$ cat src/rtl/apu_frame_pkg.sv
`default_nettype none
// ============================================================================
//  Module      : apu_frame_pkg
//  Description : Shared constants for the APU frame sequencer: default step
//                tick indices, mode encoding and $4017 data bit positions.
//  Revision    : 1.0 - initial release
// ============================================================================
package apu_frame_pkg;

    // Default step tick indices (in ACLK ticks)
    localparam int c_STEP1_DEF = 3728;
    localparam int c_STEP2_DEF = 7456;
    localparam int c_STEP3_DEF = 11185;
    localparam int c_STEP4_DEF = 14914;
    localparam int c_STEP5_DEF = 18640;

    // Sequencer mode encoding
    localparam logic c_MODE4 = 1'b0;
    localparam logic c_MODE5 = 1'b1;

    // Bit positions inside the 2-bit DIN bus {D7, D6}
    localparam int c_DIN_MODE = 1;
    localparam int c_DIN_INH  = 0;

endpackage : apu_frame_pkg
`default_nettype wire

$ cat src/rtl/apu_frame_step_dec.sv
`default_nettype none
// ============================================================================
//  Module      : apu_frame_step_dec
//  Description : Combinational decode of the frame counter and mode into the
//                quarter/half-frame strobes, IRQ set request and wrap flag.
//  Revision    : 1.0 - initial release
// ============================================================================
module apu_frame_step_dec
    import apu_frame_pkg::*;
#(
    parameter int CNT_W = 15,
    parameter int STEP1 = c_STEP1_DEF,
    parameter int STEP2 = c_STEP2_DEF,
    parameter int STEP3 = c_STEP3_DEF,
    parameter int STEP4 = c_STEP4_DEF,
    parameter int STEP5 = c_STEP5_DEF
) (
    input  logic [CNT_W-1:0] cnt,
    input  logic             mode,
    output logic             qf,
    output logic             hf,
    output logic             irq_set,
    output logic             wrap
);

    localparam logic [CNT_W-1:0] c_S1   = CNT_W'(STEP1);
    localparam logic [CNT_W-1:0] c_S2   = CNT_W'(STEP2);
    localparam logic [CNT_W-1:0] c_S3   = CNT_W'(STEP3);
    localparam logic [CNT_W-1:0] c_S4   = CNT_W'(STEP4);
    localparam logic [CNT_W-1:0] c_S4P1 = CNT_W'(STEP4 + 1);
    localparam logic [CNT_W-1:0] c_S5   = CNT_W'(STEP5);
    localparam logic [CNT_W-1:0] c_S5P1 = CNT_W'(STEP5 + 1);

    // Map the current count onto the step actions; step 4 only clocks in 4-step mode
    always_comb begin
        qf      = 1'b0;
        hf      = 1'b0;
        irq_set = 1'b0;
        wrap    = 1'b0;
        if (cnt == c_S1) begin
            qf = 1'b1;
        end
        if (cnt == c_S2) begin
            qf = 1'b1;
            hf = 1'b1;
        end
        if (cnt == c_S3) begin
            qf = 1'b1;
        end
        if ((cnt == c_S4) && (mode == c_MODE4)) begin
            qf      = 1'b1;
            hf      = 1'b1;
            irq_set = 1'b1;
        end
        if ((cnt == c_S4P1) && (mode == c_MODE4)) begin
            wrap = 1'b1;
        end
        if ((cnt == c_S5) && (mode == c_MODE5)) begin
            qf = 1'b1;
            hf = 1'b1;
        end
        if ((cnt == c_S5P1) && (mode == c_MODE5)) begin
            wrap = 1'b1;
        end
    end

endmodule : apu_frame_step_dec
`default_nettype wire

$ cat src/rtl/apu_frame_sched.sv
`default_nettype none
// ============================================================================
//  Module      : apu_frame_sched
//  Description : APU frame sequencer. Counts ACLK ticks, issues quarter-frame
//                and half-frame strobes in 4-step / 5-step mode and raises
//                the frame IRQ. Configured by $4017 writes, acknowledged by
//                $4015 reads.
//                Optional build macro APU_FRAME_DBG_EN adds a DBG freeze
//                input and a DBG_STEP last-step output.
//  Revision    : 1.0 - initial release
// ============================================================================
module apu_frame_sched
    import apu_frame_pkg::*;
#(
    parameter int CNT_W = 15,
    parameter int STEP1 = c_STEP1_DEF,
    parameter int STEP2 = c_STEP2_DEF,
    parameter int STEP3 = c_STEP3_DEF,
    parameter int STEP4 = c_STEP4_DEF,
    parameter int STEP5 = c_STEP5_DEF
) (
    input  logic       CLK,
    input  logic       RES,
`ifdef APU_FRAME_DBG_EN
    input  logic       DBG,
    output logic [2:0] DBG_STEP,
`endif
    input  logic       ACLK_EN,
    input  logic       W4017,
    input  logic [1:0] DIN,
    input  logic       R4015,
    output logic       QF,
    output logic       HF,
    output logic       FRAME_IRQ
);

    localparam logic [CNT_W-1:0] c_S1 = CNT_W'(STEP1);
    localparam logic [CNT_W-1:0] c_S2 = CNT_W'(STEP2);
    localparam logic [CNT_W-1:0] c_S3 = CNT_W'(STEP3);
    localparam logic [CNT_W-1:0] c_S4 = CNT_W'(STEP4);
    localparam logic [CNT_W-1:0] c_S5 = CNT_W'(STEP5);

    logic [CNT_W-1:0] r_cnt;
    logic             r_mode;
    logic             r_inhibit;
    logic             r_pend;
    logic             r_qf;
    logic             r_hf;
    logic             r_irq;

    logic             w_tick;
    logic             w_dec_qf;
    logic             w_dec_hf;
    logic             w_dec_irq_set;
    logic             w_dec_wrap;
    logic             w_irq_set;
    logic             w_irq_next;

`ifdef APU_FRAME_DBG_EN
    // The debug freeze simply hides ticks from the sequencer
    assign w_tick = ACLK_EN & ~DBG;
`else
    assign w_tick = ACLK_EN;
`endif

    apu_frame_step_dec #(
        .CNT_W (CNT_W),
        .STEP1 (STEP1),
        .STEP2 (STEP2),
        .STEP3 (STEP3),
        .STEP4 (STEP4),
        .STEP5 (STEP5)
    ) u_step_dec (
        .cnt     (r_cnt),
        .mode    (r_mode),
        .qf      (w_dec_qf),
        .hf      (w_dec_hf),
        .irq_set (w_dec_irq_set),
        .wrap    (w_dec_wrap)
    );

    // A pending restart takes priority over step decode on the tick it is serviced
    assign w_irq_set = w_tick & ~r_pend & w_dec_irq_set & ~r_inhibit;

    // IRQ priority: acknowledge < step-4 set < inhibit write
    always_comb begin
        w_irq_next = r_irq;
        if (R4015) begin
            w_irq_next = 1'b0;
        end
        if (w_irq_set) begin
            w_irq_next = 1'b1;
        end
        if (W4017 && DIN[c_DIN_INH]) begin
            w_irq_next = 1'b0;
        end
    end

    // Sequencer state: tick processing uses the old mode/pend, a write on the same edge latches afterwards
    always_ff @(posedge CLK) begin
        if (RES) begin
            r_cnt     <= '0;
            r_mode    <= c_MODE4;
            r_inhibit <= 1'b0;
            r_pend    <= 1'b0;
            r_qf      <= 1'b0;
            r_hf      <= 1'b0;
            r_irq     <= 1'b0;
        end else begin
            r_qf <= 1'b0;
            r_hf <= 1'b0;
            if (w_tick) begin
                if (r_pend) begin
                    r_cnt  <= '0;
                    r_pend <= 1'b0;
                    if (r_mode == c_MODE5) begin
                        r_qf <= 1'b1;
                        r_hf <= 1'b1;
                    end
                end else begin
                    r_qf  <= w_dec_qf;
                    r_hf  <= w_dec_hf;
                    r_cnt <= w_dec_wrap ? '0 : (r_cnt + 1'b1);
                end
            end
            if (W4017) begin
                r_mode    <= DIN[c_DIN_MODE];
                r_inhibit <= DIN[c_DIN_INH];
                r_pend    <= 1'b1;
            end
            r_irq <= w_irq_next;
        end
    end

    assign QF        = r_qf;
    assign HF        = r_hf;
    assign FRAME_IRQ = r_irq;

`ifdef APU_FRAME_DBG_EN
    logic [2:0] r_dbg_step;
    logic [2:0] w_step_idx;

    // Index of the step issued on this count, 0 when the count is not an issuing step
    always_comb begin
        w_step_idx = 3'd0;
        if (r_cnt == c_S1) begin
            w_step_idx = 3'd1;
        end else if (r_cnt == c_S2) begin
            w_step_idx = 3'd2;
        end else if (r_cnt == c_S3) begin
            w_step_idx = 3'd3;
        end else if ((r_cnt == c_S4) && (r_mode == c_MODE4)) begin
            w_step_idx = 3'd4;
        end else if ((r_cnt == c_S5) && (r_mode == c_MODE5)) begin
            w_step_idx = 3'd5;
        end
    end

    // Remember the last issued step; a restart clears it
    always_ff @(posedge CLK) begin
        if (RES) begin
            r_dbg_step <= 3'd0;
        end else if (w_tick) begin
            if (r_pend) begin
                r_dbg_step <= 3'd0;
            end else if (w_step_idx != 3'd0) begin
                r_dbg_step <= w_step_idx;
            end
        end
    end

    assign DBG_STEP = r_dbg_step;
`else
    // Step constants only feed the debug step index
    logic w_unused_steps;
    assign w_unused_steps = ^{c_S1, c_S2, c_S3, c_S4, c_S5};
`endif

endmodule : apu_frame_sched
`default_nettype wire

$ cat config.mk
export PLATFORM = sky130hd
export DESIGN_NAME = apu_frame_sched
export DESIGN_NICKNAME = d
export VERILOG_FILES = /design/src/rtl/apu_frame_pkg.sv /design/src/rtl/apu_frame_step_dec.sv /design/src/rtl/apu_frame_sched.sv
export SDC_FILE = /design/constraint.sdc
export NUM_CORES = 1
export LEC_CHECK = 0
export CORE_ASPECT_RATIO = 0.7
export CORE_MARGIN = 5
export CORE_UTILIZATION = 60
export CTS_CLUSTER_SIZE = 24
export DETAILED_ROUTE_END_ITERATION = 16
export PLACE_DENSITY = 0.86
export SETUP_SLACK_MARGIN = 0.5
export SYNTH_ARGS = -nofsm -noshare
export SYNTH_HDL_FRONTEND = slang
export SYNTH_SLANG_ARGS = --single-unit
$ cat constraint.sdc
create_clock -name CLK -period 4.3 [get_ports CLK]
set_input_delay 1.075 -clock CLK [delete_from_list [all_inputs] [get_ports CLK]]
set_output_delay 1.075 -clock CLK [all_outputs]
set_load 0.03 [all_outputs]
==> results.json <==
{
  "hold_depth": 2,
  "post_drt_wl_per_cell_um": 16.8,
  "synth_largest_area_cell": "dfxtp_1",
  "grt_max_degree": 13,
  "routed.top_layer": "met4",
  "grt_pass1_wl_mm": 4.91,
  "combPwrFrac": 0.098,
  "slew_headroom": 0.527,
  "hold_viol_final": 0,
  "cpMaxStageDelayCell": "nor2_1",
  "cp.depth": 4,
  "detail-route-antenna-nets": 0,
  "p_int_mw": 0.246,
  "numCtsBuffers": 3,
  "startpoint_type": "input pin",
  "maxSlewViolCount": 0,
  "diodes": 0,
  "met1_length_mm": 1.41,
  "dp_hpwl_mm": 2.23,
  "cts.clk_slew.worst_paths_ps": 120,
  "synth_most_common_cell": "dfxtp_1",
  "cts.sinks": 21,
  "grt_pass1_vias": 1051,
  "track_usage": 0.212,
  "fin_nets": 174,
  "min_to": "FRAME_IRQ",
  "vdd_drop_max_mv": 0.212,
  "setup_viol": 0,
  "cts_hold_buf": 0,
  "async_reset_ff_frac": 0,
  "rsz0062_at_grt": "no",
  "yosys_most_used_dff": "dfxtp_1",
  "cp_max_fo": 12,
  "grt-ovfl-total": 0,
  "vias_per_cell": 6.82,
  "dr_wl_met2_mm": 1.28,
  "status": "completed",
  "drt_wl_total_mm": 3.09,
  "die_area_mm2": 0.00311,
  "netSwitchingFraction": 0.256,
  "dr_wl_met3_um": 363,
  "die_h_um": 48.2,
  "synth_area_mm2": 0.00125,
  "postCtsSetupBuffers": 0,
  "fill_cells": 158,
  "ctsResizeCount": 0,
  "hold_path.class": "register to register",
  "synth_edf_count": 0,
  "p_per_area_mw_per_mm2": 245,
  "htree_levels": 1,
  "initial_core_util": 0.651,
  "crit_arrival_ps": 2730,
  "worst-path-buf-inv": 1,
  "synthTopCellsByCount": "21 x dfxtp_1, 14 x nand2_1, 14 x nor2_1",
  "share_seq_of_total_power": 0.613,
  "antenna_found_initial": 0,
  "root_buffer": "clkbuf_4",
  "chipWidth_um": 64.5,
  "whs_ps": 531,
  "total_leakage_power_nw": 0.485,
  "period_needed_ps": 2480,
  "skew_ps": 10.3,
  "yosysTopAreaCellShare": 0.337,
  "crit_required_ps": 4550,
  "switching_power_mw": 0.0848,
  "drc": 0,
  "vias": 1254,
  "hold_start": "FRAME_IRQ",
  "dr.pass1.iters": 5,
  "crit_type": "input pin to register",
  "max_freq_ghz": 0.403,
  "crit_path_end_kind": "register",
  "cts_tree": "yes",
  "critical-path-max-stage-delay_ps": 640,
  "synth_seq_area_share": 0.337,
  "drive_gt1_frac": 0.0432,
  "ys_warn_count": 0,
  "synth_cell_types": 40,
  "core.rowCount": 13,
  "portBuffers": 9,
  "ys_top_cells_by_area": "dfxtp_1 34%, nand2_1 4.2%, nor2_1 4.2%",
  "p_clk_frac": 0.289,
  "maxCapViolations": 0,
  "r2r_setup_slack_ps": 2160,
  "reg2reg_depth": 5,
  "ys_seq_elements": 21,
  "tns_ps": 0,
  "syn_area_per_cell_um2": 7.95,
  "pin_count": 10,
  "gp_congestion": 1.05,
  "drtIter0Drc": 164,
  "r2r-end": "r_cnt[14]",
  "core_region_area_mm2": 0.00192,
  "synth_nets": 168,
  "fin_crit_sh": 0.577,
  "cts_buffer_depth": 2,
  "crit_family": "simple AND/OR/NAND/NOR gates",
  "worstMarginPinSlew_ps": 706,
  "synthToLayoutAreaGrowth_pct": 8.02,
  "worstReg2RegStart": "r_cnt[4]",
  "netlist_instances": 157,
  "clkLatencyLatePin_ps": 310,
  "crit_chain": "clkdlybuf4s50_1 > nor2_1 > and4b_1 > a21oi_1"
}
## layout make-up
class | instances | area [um^2] | area share
Multi-Input combinational cell | 120 | 753 | 0.558
Inverter | 8 | 30.0 | 0.0223
Sequential cell | 21 | 420 | 0.312
Clock buffer | 3 | 22.5 | 0.0167
Clock inverter | 1 | 5.00 | 0.00371
Timing Repair Buffer | 9 | 90.1 | 0.0668
Tap cell | 22 | 27.5 | 0.0204
## cell usage in the layout, fill, tap and decap left out, types with 6 or more instances in the layout
cell | Yosys | final
dfxtp_1 | 21 | 21
nor2_1 | 14 | 14
nand2_1 | 14 | 14
clkdlybuf4s50_1 | 0 | 9
inv_1 | 8 | 8
a21oi_1 | 8 | 8
nand3_1 | 8 | 8
nand4_1 | 7 | 7
o21ai_1 | 7 | 7
or3_1 | 6 | 6
o21ai_0 | 6 | 6
## sequential cells by signal, indices dropped and copies added (netlist names)
| signal | count |
|---|---|
| QF | 1 |
| r_cnt | 15 |
| r_mode | 1 |
| r_inhibit | 1 |
| HF | 1 |
| FRAME_IRQ | 1 |
| r_pend | 1 |
## worst min-delay path, stage by stage (launching register included)
cell and delay (ps):
dfxtp_1 330, a21oi_1 120, a211oi_1 50
## per-stage QoR
stage               instance area, um^2  total power [mW]  instances  setup slack, ps   util
CTS                                1350             0.331        184             1850  0.703
global route                       1350             0.347        184             1730  0.703
global placement                   1320             0.237        180             1620  0.688
floorplan                          1250             0.226        157             2150      -
detailed placement                 1320             0.238        180             1530  0.688
finish                             1350             0.331        184             1820  0.703
## cells by family after synthesis
logic type,after synthesis,share of synthesized area
compound gates,38,0.191
xor+xnor,4,0.0281
flops,21,0.337
mux,2,0.0160
buf+inv,16,0.0601
fa+ha+maj,4,0.0401
simple gates,72,0.328
## power by group through the flow
| stage | combinational (mW) | sequential (mW) | clock, mW |
|---|---|---|---|
| final | 0.0323 | 0.203 | 0.0958 |
| after global routing | 0.0344 | 0.204 | 0.109 |
| after CTS | 0.0313 | 0.203 | 0.0974 |
| after detailed placement | 0.0309 | 0.207 | 0 |
| after global placement | 0.0302 | 0.207 | 0 |
| after floorplan | 0.0194 | 0.207 | 0 |
## metal layers
| layer | vias up | global-route usage |
|---|---|---|
| met2 | 78 | 0.316 |
| met3 | 8 | 0.0853 |
| met4 | 0 | 0.0462 |
| li1 | 584 | - |
| met5 | - | 0 |
| met1 | 584 | 0.293 |
## how the worst max path moves through the flow
stage / from / to / slack, ps
after CTS: RES / r_cnt[6] / 1850
after global routing: ACLK_EN / r_cnt[4] / 1730
final: RES / r_cnt[6] / 1820
after floorplan: ACLK_EN / r_cnt[6] / 2150
after global placement: ACLK_EN / r_cnt[4] / 1620
after detailed placement: RES / r_cnt[6] / 1530
Power figures use the tool's default switching activity.
